`src/rtl/memory_pkg.sv`:
```
// Shared encodings for the synchronous memory bank: FSM states and access opcodes.
package memory_pkg;

    typedef enum logic {
        ST_IDLE  = 1'b0,
        ST_CLEAR = 1'b1
    } state_e;

    localparam logic OP_READ  = 1'b0;
    localparam logic OP_WRITE = 1'b1;

endpackage : memory_pkg

```
`src/rtl/memory_array.sv`:
```
// Plain storage array: one byte-masked write port and a registered read port, no reset.
module memory_array #(
    parameter int unsigned DATA_WIDTH = 8,
    parameter int unsigned ADDR_WIDTH = 8,
    parameter int unsigned DEPTH      = 256
) (
    input  logic                    clk,
    input  logic                    we,
    input  logic [DATA_WIDTH/8-1:0] be,
    input  logic [ADDR_WIDTH-1:0]   addr,
    input  logic [DATA_WIDTH-1:0]   wdata,
    input  logic                    re,
    output logic [DATA_WIDTH-1:0]   rdata
);

    localparam int unsigned NB = DATA_WIDTH / 8;

    logic [DATA_WIDTH-1:0] mem [DEPTH];
    logic [DATA_WIDTH-1:0] rdata_q;

    always_ff @(posedge clk) begin
        if (we) begin
            for (int i = 0; i < int'(NB); i++) begin
                if (be[i]) begin
                    mem[addr][8*i +: 8] <= wdata[8*i +: 8];
                end
            end
        end
        if (re) begin
            rdata_q <= mem[addr];
        end
    end

    assign rdata = rdata_q;

endmodule : memory_array

```
`src/rtl/memory_sync_bank.sv`:
```
// Synchronous RAM bank with registered read, byte-masked writes, range/busy error
// reporting and a hardware clear sweep that runs after reset and on request.
module memory_sync_bank
    import memory_pkg::*;
#(
    parameter int unsigned           DATA_WIDTH  = 8,
    parameter int unsigned           ADDR_WIDTH  = 8,
    parameter int unsigned           DEPTH       = 256,
    parameter logic [DATA_WIDTH-1:0] CLEAR_VALUE = '0
) (
    input  logic                    clk,
    input  logic                    reset_n,
    input  logic                    chip_en,
    input  logic                    read_write,
    input  logic [ADDR_WIDTH-1:0]   address,
    input  logic [DATA_WIDTH-1:0]   data_in,
    input  logic [DATA_WIDTH/8-1:0] byte_en,
    input  logic                    clear_req,
    output logic [DATA_WIDTH-1:0]   data_out,
    output logic                    data_valid,
    output logic                    busy,
    output logic                    access_err
);

    localparam int unsigned NB = DATA_WIDTH / 8;
    localparam int unsigned CW = ADDR_WIDTH + 1;
    localparam logic [CW-1:0] DEPTH_W = CW'(DEPTH);
    localparam logic [CW-1:0] LAST_W  = CW'(DEPTH - 1);

    state_e                state_q, state_d;
    logic [ADDR_WIDTH-1:0] clr_addr_q, clr_addr_d;
    logic                  data_valid_q;
    logic                  access_err_q;
    logic                  rd_seen_q;

    logic                  in_range_c;
    logic                  accept_c;
    logic                  reject_c;

    logic                  arr_we;
    logic [NB-1:0]         arr_be;
    logic [ADDR_WIDTH-1:0] arr_addr;
    logic [DATA_WIDTH-1:0] arr_wdata;
    logic                  arr_re;
    logic [DATA_WIDTH-1:0] arr_rdata;

    assign busy       = (state_q == ST_CLEAR);
    assign in_range_c = ({1'b0, address} < DEPTH_W);
    assign accept_c   = chip_en && !busy && in_range_c;
    assign reject_c   = chip_en && !accept_c;

    // Next-state logic and write-port muxing: the sweep owns the port while clearing.
    always_comb begin
        state_d    = state_q;
        clr_addr_d = clr_addr_q;
        arr_we     = 1'b0;
        arr_be     = '0;
        arr_addr   = address;
        arr_wdata  = data_in;
        arr_re     = 1'b0;

        unique case (state_q)
            ST_CLEAR: begin
                arr_we     = 1'b1;
                arr_be     = '1;
                arr_addr   = clr_addr_q;
                arr_wdata  = CLEAR_VALUE;
                clr_addr_d = clr_addr_q + ADDR_WIDTH'(1);
                if ({1'b0, clr_addr_q} == LAST_W) begin
                    state_d = ST_IDLE;
                end
            end
            ST_IDLE: begin
                if (accept_c) begin
                    arr_we = (read_write == OP_WRITE);
                    arr_be = byte_en;
                    arr_re = (read_write == OP_READ);
                end
                if (clear_req) begin
                    state_d    = ST_CLEAR;
                    clr_addr_d = '0;
                end
            end
        endcase
    end

    always_ff @(posedge clk or negedge reset_n) begin
        if (!reset_n) begin
            state_q      <= ST_CLEAR;
            clr_addr_q   <= '0;
            data_valid_q <= 1'b0;
            access_err_q <= 1'b0;
            rd_seen_q    <= 1'b0;
        end else begin
            state_q      <= state_d;
            clr_addr_q   <= clr_addr_d;
            data_valid_q <= arr_re;
            access_err_q <= reject_c;
            if (arr_re) begin
                rd_seen_q <= 1'b1;
            end
        end
    end

    memory_array #(
        .DATA_WIDTH(DATA_WIDTH),
        .ADDR_WIDTH(ADDR_WIDTH),
        .DEPTH     (DEPTH)
    ) u_array (
        .clk  (clk),
        .we   (arr_we),
        .be   (arr_be),
        .addr (arr_addr),
        .wdata(arr_wdata),
        .re   (arr_re),
        .rdata(arr_rdata)
    );

    // The array read register has no reset; hide it until the first accepted read.
    assign data_out   = rd_seen_q ? arr_rdata : '0;
    assign data_valid = data_valid_q;
    assign access_err = access_err_q;

endmodule : memory_sync_bank

```
`config.mk`:
```
export PLATFORM = sky130hd
export DESIGN_NAME = memory_sync_bank
export DESIGN_NICKNAME = d
export VERILOG_FILES = /design/src/rtl/memory_pkg.sv /design/src/rtl/memory_array.sv /design/src/rtl/memory_sync_bank.sv
export SDC_FILE = /design/constraint.sdc
export NUM_CORES = 2
export LEC_CHECK = 0
export ABC_CLOCK_PERIOD_IN_PS = 11700
export CAP_MARGIN = 20
export CORE_UTILIZATION = 50
export CTS_CLUSTER_SIZE = 40
export DETAILED_ROUTE_END_ITERATION = 6
export PLACE_DENSITY = 0.75
export SLEW_MARGIN = 40
export SYNTH_ARGS = -nofsm -noshare
export SYNTH_HDL_FRONTEND = slang
export SYNTH_SLANG_ARGS = --single-unit
```
`constraint.sdc`:
```
create_clock -name clk -period 11.7 [get_ports clk]
set_clock_uncertainty 0.05 [all_clocks]
set_input_delay 2.34 -clock clk [delete_from_list [all_inputs] [get_ports clk]]
set_output_delay 2.34 -clock clk [all_outputs]
set_load 0.01 [all_outputs]
```
==> impl_metrics.yaml <==
route:
  viasPerCell: 6.47
  drt_drc_violations_left: 0
  drt_iter0_markers: 6524
  route.vias.total: 44000
  routedWlPerCell_um: 29.3
  drt_first_pass_iters: 6
  wl_um: 199000
  ant_nets: 0
finish:
  final_layout_size_suffix_gt1_share_pct: 18.9
  final_core_util_pct: 56.6
  num-fill-cells: 11400
  area_growth_syn_to_layout_pct: 11.9
  num-nets-final: 4583
  fin_area_mm2: 0.0899
  post_layout_nonfiller_instances: 6802
setup_path:
  worst_setup_end_kind: "flip-flop"
  critPathMaxStageDelay_ns: 0.70
  cp.buffers_inverters: 4
  path_class: "primary input to flip-flop"
  cpLargestDelayFamily: "buffers and inverters"
  cp_data_required_time_ns: 12.18
  path_cells: "clkdlybuf4s50_1 -> mux2_8 -> buf_16 -> buf_12 -> buf_4 -> mux4_2 -> a22oi_1 -> nand4_1 -> o31ai_1 -> o2111ai_1"
  worstSetupStartpointType: "primary input"
  arrival_ns: 6.79
  critPathSlowestCell: "o31ai_1"
  worst-path-max-fanout: 93
place:
  place_congestion: 0.885
  placement.io_buffers: 32
  placement.setup.worst_slack_ns: 4.49
  dp_cells: 6430
  post-dp-hpwl_um: 116000
  post_place_cell_area_mm2: 0.0834
grt:
  aggregate_global_route_resource_usage_pct: 24.4
  first_global_vias: 43000
  grt_max_degree: 177
  grt_first_pass_wirelength_um: 289000
  grt.overflow.total: 0
  grt_antenna_before_repair: 4
hold_path:
  worst_hold_path_class: "flip-flop to flip-flop"
synthesis:
  syn_area_per_cell_um2: 17.8
  post_synth_instance_area_mm2: 0.0804
  synth.yosys.seq_area_share_pct: 77.2
  synth_nets: 4537
  asyncSetResetFlopFracSynth_pct: 0.580
  synth-edff-count: 2056
  syn-instance-count: 4514
  yosysWarnings: 0
  dominantRegCellSynth: "edfxtp_1"
  ys_ff_latch: 2068
  netlist-cell-type-count: 45
clock_network:
  resized_after_cts: 0
  cts_inserted_buffers: 197
  cts_hold_buf: 0
  post_cts_buffers: 0
  cts_sinks: 2068
  root_buffer: "clkbuf_16"
  htreeDepth: 4
  clk_path_buf_depth: 3
  tritoncts: "done"
  worst_skew_pair.late_latency_ns: 0.83
  clk_pin_slew_ns: 0.07
timing:
  rsz0062_at_grt: "false"
  slew_violations: 0
  timing_hold_violations_final: 0
  setup_tns_ns: 0
  max_freq_mhz: 158
  final.period_utilization_pct: 54.0
  max_slew_margin_pct: 37.5
  worst-slew-pin-transition_ns: 0.938
  postLayoutSetupSlackWorst_ns: 5.38
  setup_viol_count_final: 0
  post-route-min-period_ns: 6.32
die:
  fp.dieH_um: 403
  die-width_um: 403
  start_util_pct: 50.6
  placement_rows: 146
  num_io_pins: 33
  core_mm2: 0.159
  design.die.area_mm2: 0.162
pwr:
  power.leakage_nw: 28.4
  power_per_cell_area_mw_per_mm2: 222
  vdd_ir_max_mv: 0.199
run:
  max_cap_violations: 0
run_status:
  outcome: "complete, no violations"
## metal layers
layer  vias up  GRT usage [%]  wire length, µm
li1      18100              -                -
met1     22400           33.6            74200
met2      2944           38.2            94500
met3       462           4.92            21800
met4         0           10.2             8680
met5         -              0                0
## cell type report
| cell class | count | area [µm²] | share of cell area, % |
|---|---|---|---|
| Antenna cell | 1 | 2.50 | 0.00278 |
| Clock buffer | 249 | 5190 | 5.77 |
| Clock inverter | 119 | 1060 | 1.18 |
| Inverter | 5 | 18.8 | 0.0209 |
| Multi-Input combinational cell | 2166 | 17700 | 19.7 |
| Sequential cell | 2068 | 62000 | 69.0 |
| Tap cell | 2072 | 2590 | 2.88 |
| Timing Repair Buffer | 122 | 1320 | 1.47 |
## flip-flops by register name, summed over array words and instances, names as in the netlist
| name | count |
|---|---|
| clr_addr_q | 8 |
| access_err | 1 |
| rd_seen_q | 1 |
| busy | 1 |
| data_valid | 1 |
| u_array.rdata | 8 |
| u_array.mem | 2048 |
## worst reg2reg max path: stages, from the launching register on
cell and delay (ns):
dfstp_2 0.53, buf_6 0.49, mux2_8 0.49, buf_16 0.34, buf_12 0.55, buf_4 0.66, mux4_2 0.66, a22oi_1 0.24
nand4_1 0.15, o31ai_1 0.70, o2111ai_1 0.22
## logic make-up (layout without fill, tap and decap cells)
logic type	after synthesis	count (layout)	share of synthesized area [%]
fa+ha+maj	1	1	0.0156
mux	378	378	10.2
xor+xnor	4	4	0.0436
simple gates	1490	1490	8.17
flops	2068	2068	77.2
buf+inv	280	495	1.55
other cells	0	1	0
compound gates	293	293	2.80
## through the flow
step / power [mW] / hold slack (ns)
floorplan: 11.9 / 0.436
global placement: 13.6 / 0.487
detailed placement: 13.7 / 0.491
CTS: 19.9 / 0.501
global route: 20.5 / 0.539
finish: 19.9 / 0.510
## path summary, 6_finish.rpt
check,start,endpoint,slack (ns),cells past startpoint
setup reg to reg,busy$_DFF_PN1_,u_array.rdata[2]$_DFFE_PP_,6.33,10
setup / recovery,address[0],u_array.rdata[2]$_DFFE_PP_,5.38,10
hold reg to reg,clr_addr_q[6]$_DFFE_PN0P_,busy$_DFF_PN1_,0.51,1
hold / removal,clr_addr_q[6]$_DFFE_PN0P_,busy$_DFF_PN1_,0.51,1
max in group asynchronous,reset_n,data_valid$_DFF_PN0_,9.35,1
min in group asynchronous,reset_n,clr_addr_q[5]$_DFFE_PN0P_,1.86,1
## cells in the mapped netlist, drive strengths merged, types with 6 or more instances
cell | count | area [µm²]
edfxtp | 2056 | 61700
nand4 | 137 | 857
clkbuf | 161 | 604
nand3 | 374 | 1870
buf | 114 | 626
a21oi | 6 | 30.0
dfrtp | 11 | 275
nand2 | 659 | 2470
mux2i | 22 | 220
a22oi | 160 | 1200
a31oi | 9 | 56.3
and3 | 16 | 100
o31a | 8 | 70.1
mux4 | 352 | 7930
or3b | 6 | 52.6
nor2 | 265 | 995
o31ai | 18 | 135
a32oi | 16 | 140
a311oi | 32 | 280
nor2b | 9 | 56.3
o2111ai | 8 | 70.1
and2 | 9 | 56.3
o21ai | 13 | 65.1
nand3b | 6 | 45.0
a41oi | 16 | 140
## layout by cell type, fill, tap and decap left out, types with 6 or more instances in the layout
master / instances
nand2_1: 646
clkbuf_1: 49
nand2_2: 12
nor2_1: 159
nor2b_4: 8
clkinv_2: 45
o31ai_1: 8
a32oi_1: 16
inv_6: 7
and3_1: 16
o2111ai_1: 8
buf_12: 11
buf_4: 52
a41oi_1: 16
clkinv_1: 40
nand3_1: 374
mux4_2: 352
buf_6: 16
or3b_2: 6
a22oi_2: 9
nand4_1: 137
nand3b_1: 6
o31ai_2: 10
a311oi_1: 32
o21ai_1: 8
bufinv_16: 17
a31oi_1: 9
a22oi_1: 151
o31a_1: 8
buf_16: 6
and2_1: 9
nor2_2: 106
clkbuf_16: 200
dfrtp_1: 11
edfxtp_1: 2056
clkdlybuf4s50_1: 32
mux2i_1: 19
## where the power goes
part,total [mW],switching [mW],internal [mW]
sequential,8.33,0.0748,8.26
combinational,5.40,3.56,1.84
clock,6.22,2.70,3.51
total,19.9,6.33,13.6
Note: power is estimated with default switching activity, not from simulation.
